### src/rtl/fib_alu_sequencer_if.sv
// Bus between the Fibonacci sequencer, its run controller and ALU_REG.
// The master side is the sequencer; the slave side is the controller plus ALU_REG.
interface fib_alu_sequencer_if;
    logic        start;
    logic [15:0] n_terms;
    logic        step;
    logic [4:0]  Flags;
    logic [7:0]  opcode;
    logic [3:0]  s_reg1;
    logic [3:0]  s_reg2;
    logic        Imm_ctrl;
    logic [15:0] Imm;
    logic [15:0] Reg_Enable;
    logic        busy;
    logic        done;
    logic        overflow;
    logic [15:0] term_count;
    logic [1:0]  last_reg;

    modport master (
        input  start, n_terms, step, Flags,
        output opcode, s_reg1, s_reg2, Imm_ctrl, Imm, Reg_Enable,
               busy, done, overflow, term_count, last_reg
    );

    modport slave (
        output start, n_terms, step, Flags,
        input  opcode, s_reg1, s_reg2, Imm_ctrl, Imm, Reg_Enable,
               busy, done, overflow, term_count, last_reg
    );
endinterface

### src/rtl/fib_alu_sequencer.sv
// Sequences ALU_REG so a Fibonacci series builds up in a rotating r0/r1/r2 window,
// with start/done handshake, term limit, single-step gating and carry abort.
module fib_alu_sequencer #(
    parameter logic [7:0] OP_ADD    = 8'b00000101,
    parameter logic [7:0] OP_MOV    = 8'b00000101,
    parameter int         CARRY_IDX = 0,
    parameter int         NUM_REGS  = 3
) (
    input  logic                       clk,
    input  logic                       Reset,
    fib_alu_sequencer_if.master        bus
);

    typedef enum logic [2:0] {
        S_IDLE,
        S_INIT0,
        S_INIT1,
        S_ADD,
        S_DONE
    } state_t;

    state_t      state_reg, state_next;
    logic [15:0] n_terms_reg, n_terms_next;
    logic [15:0] term_count_reg, term_count_next;
    logic [1:0]  last_idx_reg, last_idx_next;
    logic [1:0]  dst_reg, dst_next;
    logic        overflow_reg, overflow_next;

    logic        carry;
    logic        flags_unused;
    logic [1:0]  src1_idx, src2_idx;
    logic [1:0]  wr_idx;
    logic        wr_active;
    logic [15:0] wr_onehot;

    function automatic logic [1:0] next_idx(input logic [1:0] idx);
        next_idx = (idx == 2'(NUM_REGS - 1)) ? 2'd0 : idx + 2'd1;
    endfunction

    assign carry        = bus.Flags[CARRY_IDX];
    assign flags_unused = ^bus.Flags;
    assign src1_idx     = next_idx(dst_reg);
    assign src2_idx     = next_idx(src1_idx);

    genvar gi;
    generate
        for (gi = 0; gi < 16; gi++) begin : g_wr_decode
            if (gi < NUM_REGS) begin : g_win
                assign wr_onehot[gi] = (wr_idx == 2'(gi));
            end else begin : g_none
                assign wr_onehot[gi] = 1'b0;
            end
        end
    endgenerate

    always_ff @(posedge clk) begin
        if (Reset) begin
            state_reg      <= S_IDLE;
            n_terms_reg    <= 16'd0;
            term_count_reg <= 16'd0;
            last_idx_reg   <= 2'd0;
            dst_reg        <= 2'd0;
            overflow_reg   <= 1'b0;
        end else begin
            state_reg      <= state_next;
            n_terms_reg    <= n_terms_next;
            term_count_reg <= term_count_next;
            last_idx_reg   <= last_idx_next;
            dst_reg        <= dst_next;
            overflow_reg   <= overflow_next;
        end
    end

    always_comb begin
        state_next      = state_reg;
        n_terms_next    = n_terms_reg;
        term_count_next = term_count_reg;
        last_idx_next   = last_idx_reg;
        dst_next        = dst_reg;
        overflow_next   = overflow_reg;
        case (state_reg)
            S_IDLE: begin
                if (bus.start) begin
                    n_terms_next    = bus.n_terms;
                    overflow_next   = 1'b0;
                    term_count_next = 16'd0;
                    state_next      = (bus.n_terms == 16'd0) ? S_DONE : S_INIT0;
                end
            end
            S_INIT0: begin
                if (bus.step) begin
                    term_count_next = 16'd1;
                    last_idx_next   = 2'd0;
                    state_next      = (n_terms_reg == 16'd1) ? S_DONE : S_INIT1;
                end
            end
            S_INIT1: begin
                if (bus.step) begin
                    term_count_next = 16'd2;
                    last_idx_next   = 2'd1;
                    dst_next        = 2'd2;
                    state_next      = (n_terms_reg == 16'd2) ? S_DONE : S_ADD;
                end
            end
            S_ADD: begin
                if (bus.step) begin
                    // On carry the wrapped sum is already in dst; keep the last valid term.
                    if (carry) begin
                        overflow_next = 1'b1;
                        state_next    = S_DONE;
                    end else begin
                        term_count_next = term_count_reg + 16'd1;
                        last_idx_next   = dst_reg;
                        dst_next        = next_idx(dst_reg);
                        if (term_count_reg + 16'd1 == n_terms_reg) begin
                            state_next = S_DONE;
                        end
                    end
                end
            end
            S_DONE: begin
                state_next = S_IDLE;
            end
            default: begin
                state_next = S_IDLE;
            end
        endcase
    end

    always_comb begin
        bus.opcode   = OP_ADD;
        bus.s_reg1   = 4'd0;
        bus.s_reg2   = 4'd0;
        bus.Imm_ctrl = 1'b0;
        bus.Imm      = 16'd0;
        bus.busy     = 1'b0;
        bus.done     = 1'b0;
        wr_active    = 1'b0;
        wr_idx       = 2'd0;
        case (state_reg)
            S_INIT0: begin
                bus.opcode   = OP_MOV;
                bus.Imm_ctrl = 1'b1;
                bus.Imm      = 16'd0;
                bus.busy     = 1'b1;
                wr_active    = 1'b1;
                wr_idx       = 2'd0;
            end
            S_INIT1: begin
                bus.opcode   = OP_MOV;
                bus.Imm_ctrl = 1'b1;
                bus.Imm      = 16'd1;
                bus.busy     = 1'b1;
                wr_active    = 1'b1;
                wr_idx       = 2'd1;
            end
            S_ADD: begin
                bus.s_reg1 = {2'b00, src1_idx};
                bus.s_reg2 = {2'b00, src2_idx};
                bus.busy   = 1'b1;
                wr_active  = 1'b1;
                wr_idx     = dst_reg;
            end
            S_DONE: begin
                bus.done = 1'b1;
            end
            default: begin
            end
        endcase
    end

    // The write strobe alone is gated by step and Reset so a stalled or reset cycle never writes.
    assign bus.Reg_Enable = (wr_active && bus.step && !Reset) ? wr_onehot : 16'd0;
    assign bus.overflow   = overflow_reg;
    assign bus.term_count = term_count_reg;
    assign bus.last_reg   = last_idx_reg;

endmodule

### src/flat_wrapper.sv
// flat-port wrapper written by rule: the top's interface ports become plain ports
module fib_alu_sequencer_flat 
#(
    parameter logic [7:0] OP_ADD    = 8'b00000101,
    parameter logic [7:0] OP_MOV    = 8'b00000101,
    parameter int         CARRY_IDX = 0,
    parameter int         NUM_REGS  = 3
)
  (clk, Reset, bus_start, bus_n_terms, bus_step, bus_Flags, bus_opcode, bus_s_reg1, bus_s_reg2, bus_Imm_ctrl, bus_Imm, bus_Reg_Enable, bus_busy, bus_done, bus_overflow, bus_term_count, bus_last_reg);
  fib_alu_sequencer_if bus_i ();
  input  logic clk;
  input  logic Reset;
  input wire logic [$bits(bus_i.start)-1:0] bus_start;
  input wire logic [$bits(bus_i.n_terms)-1:0] bus_n_terms;
  input wire logic [$bits(bus_i.step)-1:0] bus_step;
  input wire logic [$bits(bus_i.Flags)-1:0] bus_Flags;
  output wire logic [$bits(bus_i.opcode)-1:0] bus_opcode;
  output wire logic [$bits(bus_i.s_reg1)-1:0] bus_s_reg1;
  output wire logic [$bits(bus_i.s_reg2)-1:0] bus_s_reg2;
  output wire logic [$bits(bus_i.Imm_ctrl)-1:0] bus_Imm_ctrl;
  output wire logic [$bits(bus_i.Imm)-1:0] bus_Imm;
  output wire logic [$bits(bus_i.Reg_Enable)-1:0] bus_Reg_Enable;
  output wire logic [$bits(bus_i.busy)-1:0] bus_busy;
  output wire logic [$bits(bus_i.done)-1:0] bus_done;
  output wire logic [$bits(bus_i.overflow)-1:0] bus_overflow;
  output wire logic [$bits(bus_i.term_count)-1:0] bus_term_count;
  output wire logic [$bits(bus_i.last_reg)-1:0] bus_last_reg;
  assign bus_i.start = bus_start;
  assign bus_i.n_terms = bus_n_terms;
  assign bus_i.step = bus_step;
  assign bus_i.Flags = bus_Flags;
  assign bus_opcode = bus_i.opcode;
  assign bus_s_reg1 = bus_i.s_reg1;
  assign bus_s_reg2 = bus_i.s_reg2;
  assign bus_Imm_ctrl = bus_i.Imm_ctrl;
  assign bus_Imm = bus_i.Imm;
  assign bus_Reg_Enable = bus_i.Reg_Enable;
  assign bus_busy = bus_i.busy;
  assign bus_done = bus_i.done;
  assign bus_overflow = bus_i.overflow;
  assign bus_term_count = bus_i.term_count;
  assign bus_last_reg = bus_i.last_reg;
  fib_alu_sequencer #(.OP_ADD(OP_ADD), .OP_MOV(OP_MOV), .CARRY_IDX(CARRY_IDX), .NUM_REGS(NUM_REGS)) u_core (.clk(clk), .Reset(Reset), .bus(bus_i));
endmodule
### config.mk
export PLATFORM = sky130hd
export DESIGN_NAME = fib_alu_sequencer_flat
export DESIGN_NICKNAME = d
export VERILOG_FILES = /design/src/rtl/fib_alu_sequencer_if.sv /design/src/rtl/fib_alu_sequencer.sv /design/src/flat_wrapper.sv
export SDC_FILE = /design/constraint.sdc
export NUM_CORES = 1
export LEC_CHECK = 0
export CORE_ASPECT_RATIO = 0.7
export CORE_MARGIN = 4
export CORE_UTILIZATION = 35
export CTS_BUF_LIST = sky130_fd_sc_hd__clkbuf_16
export DETAILED_ROUTE_END_ITERATION = 16
export PLACE_DENSITY_LB_ADDON = 0.1
export SLEW_MARGIN = 20
export SYNTH_ARGS = -nofsm -noshare
export SYNTH_HDL_FRONTEND = slang
export SYNTH_SLANG_ARGS = --single-unit
### constraint.sdc
create_clock -name clk -period 5.46 [get_ports clk]
set_input_delay 1.092 -clock clk [delete_from_list [all_inputs] [get_ports clk]]
set_output_delay 1.092 -clock clk [all_outputs]
set_load 0.02 [all_outputs]
==> results_dict.tcl <==
set metrics [dict create \
    cts_max_level 2 \
    worstPathRequired_ns 4.37 \
    nets 439 \
    crit_top_cell "clkdlybuf4s50_1" \
    grt_use_total_pct 16.32 \
    fin_util_pct 42.56 \
    drt_iter0_drc 145 \
    tightest_slew_ns 0.9866 \
    finalSetupViolCount 0 \
    drc 0 \
    synth_edf_count 0 \
    p_per_area_nw_per_um2 341.7 \
    cts_resized 0 \
    p_leak_uw 0.001167 \
    timing.setup.tns_ns 0 \
    r2r_slack_ns 2.58 \
    cts_sinks 40 \
    instances_no_fill 515 \
    cts_buffer_depth 2 \
    end_kind "output port" \
    startpoint_type "primary input" \
    clk_pin_slew_ns 0.06 \
    die_x_um 115.3 \
    period_share_pct 74.45 \
    dpl.cell_count 507 \
    syn_to_final_growth_pct 18.33 \
    yosysTopAreaCell "dfxtp_1" \
    die_h_um 83.09 \
    synth.area.top_cells "dfxtp_1 (28%), buf_4 (11%), a21oi_1 (8.2%), nand2_1 (5.9%), xnor2_1 (4.3%)" \
    cts_buffers 5 \
    min_path_type "reg -> reg" \
    synth-seq-area-share_pct 28.41 \
    antenna_found_initial 0 \
    rsz0062_at_grt "false" \
    start_util_pct 35.97 \
    p_switching_uw 466.5 \
    wl_per_cell_um 15.26 \
    clock-skew-final_ns 0.004677 \
    clock-root-buffer "clkbuf_16" \
    ir_worst_vdd_uv 145.0 \
    hold_viol 0 \
    layout-drive-gt1-share_pct 5.556 \
    synthFlopType "dfxtp_1" \
    synth_top_area_share_pct 28.41 \
    place_congestion 0.8502 \
    synth_warnings 0 \
    use_met2_pct 21.64 \
    cts_hold_buf 0 \
    busiest_layer "met1" \
    pwr-share-clk_pct 25.6 \
    clkLatencyLatePin_ns 0.28 \
    maxCapViolations 0 \
    avgSynthCellArea_um2 7.379 \
    antenna_cells 0 \
    overflow 0 \
    status "finished clean" \
    cp_slowest_cell "clkdlybuf4s50_1" \
    drt_wl_total_mm 7.859 \
    max_slew_margin_pct 34.08 \
    syn_inst 382 \
    coreArea_um2 7838 \
    async_flop_share_pct 0 \
    drt-vias-per-instance 5.190 \
    ys_types 53 \
    gr-usage-met3_pct 4.443 \
    dieArea_um2 9577 \
    slew_viol_final 0 \
    p_seq_share_pct 35.0 \
    first_pass_iters 4 \
    p_comb_share_pct 39.4 \
    grt_pass1_vias 2427 \
    grt_first_pass_wirelength_mm 12.79 \
    antenna_left 0 \
    worstSetupPathType "in -> out" \
    cts_tree "yes" \
    arrival_ns 2.97 \
    rows 27 \
    io_buffers 50 \
    max_freq_ghz 0.2460 \
    path_cells "clkdlybuf4s50_1 > buf_4 > a311o_1 > nor3b_1 > clkdlybuf4s50_1" \
    slowest_delay_ns 0.63 \
    p_int_uw 673.3 \
    grt_max_degree 43 \
    synth_area_um2 2819 \
    io_pins 95 \
    post_cts_buffers 0 \
    fin_crit_ns 4.065 \
    worst-path-max-fanout 42 \
    ys_ff_latch 40 \
    dpl.hpwl_mm 5.824 \
    use_met1_pct 26.02 \
    vias 2673 \
    switching_share_pct 40.93 \
]
-- power groups by stage --
stage	registers (uW)	logic, uW	clock network (uW)
3_5_place_dp	405	445	0
2_1_floorplan	375	353	0
3_3_place_gp	405	441	0
4_1_cts	398	448	297
5_1_grt	408	497	309
6_report	399	449	292
-- metal layers --
metal  vias to the layer above  share of wire (%)
li1                       1341                  -
met1                      1210                 51
met2                       116                 39
met3                         6                9.1
met4                         0               0.75
met5                         -                  0
-- cell usage in the layout (no fill, tap or decap), types with 6 or more instances in the layout --
master           Yosys  routed
clkdlybuf4s50_1      0      50
a21oi_1             46      46
nand2_1             44      44
conb_1               2      40
dfxtp_1             40      40
nor2_1              32      32
o21ai_0             17      17
xnor2_1             14      14
nor3_1              12      11
nor4_1              11      11
nor3b_1              8       8
nand3_1              8       8
and3_1               7       7
inv_1                6       6
nand4_1              6       6
-- worst max-delay path, delay by kind of cell --
family / cells / cell delay, ns
buf+inv: 3 / 1.29
compound gates: 1 / 0.39
simple gates: 1 / 0.18
-- logic make-up (layout without fill, tap and decap cells) --
kind of cell | after synthesis | in the layout | share of synthesized area [%]
flops | 40 | 40 | 28.41
buf+inv | 71 | 65 | 15.31
compound gates | 89 | 89 | 19.22
mux | 2 | 2 | 0.7102
simple gates | 158 | 158 | 29.74
fa+ha+maj | 1 | 1 | 0.4438
other cells | 2 | 40 | 0.2664
xor+xnor | 19 | 19 | 5.903
-- worst paths after layout --
kind / from / end / cells past startpoint
worst max-delay path: Reset / bus_Reg_Enable[1] / 5
worst min-delay path: u_core.n_terms_reg[14] / u_core.n_terms_reg[14] / 2
worst max register to register: u_core.bus.term_count[0] / u_core.state_reg[2] / 8
worst min register to register: u_core.n_terms_reg[14] / u_core.n_terms_reg[14] / 2
-- per-stage QoR --
stage               area, um^2  setup WS (ns)  hold WS, ns  total power, uW
finish                    3336          1.395       0.4793             1140
global route              3336          1.232       0.5156             1214
CTS                       3331          1.389       0.4837             1143
detailed placement        3187          1.387       0.4753            850.3
global placement          3187          1.395       0.4725            846.0
floorplan                 2962          2.205       0.4571            728.6
-- Yosys cell counts, drive strengths merged, types with 3 or more instances --
| master | instances |
|---|---|
| and3 | 8 |
| nand4 | 6 |
| nand2 | 44 |
| nor2b | 4 |
| nor4 | 13 |
| a2111oi | 3 |
| nand3 | 10 |
| dfxtp | 40 |
| buf | 50 |
| a211oi | 5 |
| xnor2 | 14 |
| or3 | 4 |
| and2 | 3 |
| inv | 6 |
| clkbuf | 15 |
| nor3b | 8 |
| xor2 | 5 |
| nor3 | 14 |
| o21ai | 17 |
| a21oi | 46 |
| nor2 | 33 |
-- cell type report --
cell class	instances	area (um^2)
Clock buffer	5	125.1
Tap cell	101	126.4
Timing Repair Buffer	51	508.0
Fill cell	828	4502
Sequential cell	40	800.8
Inverter	6	22.52
Clock inverter	3	18.77
Multi-Input combinational cell	309	1734
(Power assumes the default switching activity.)
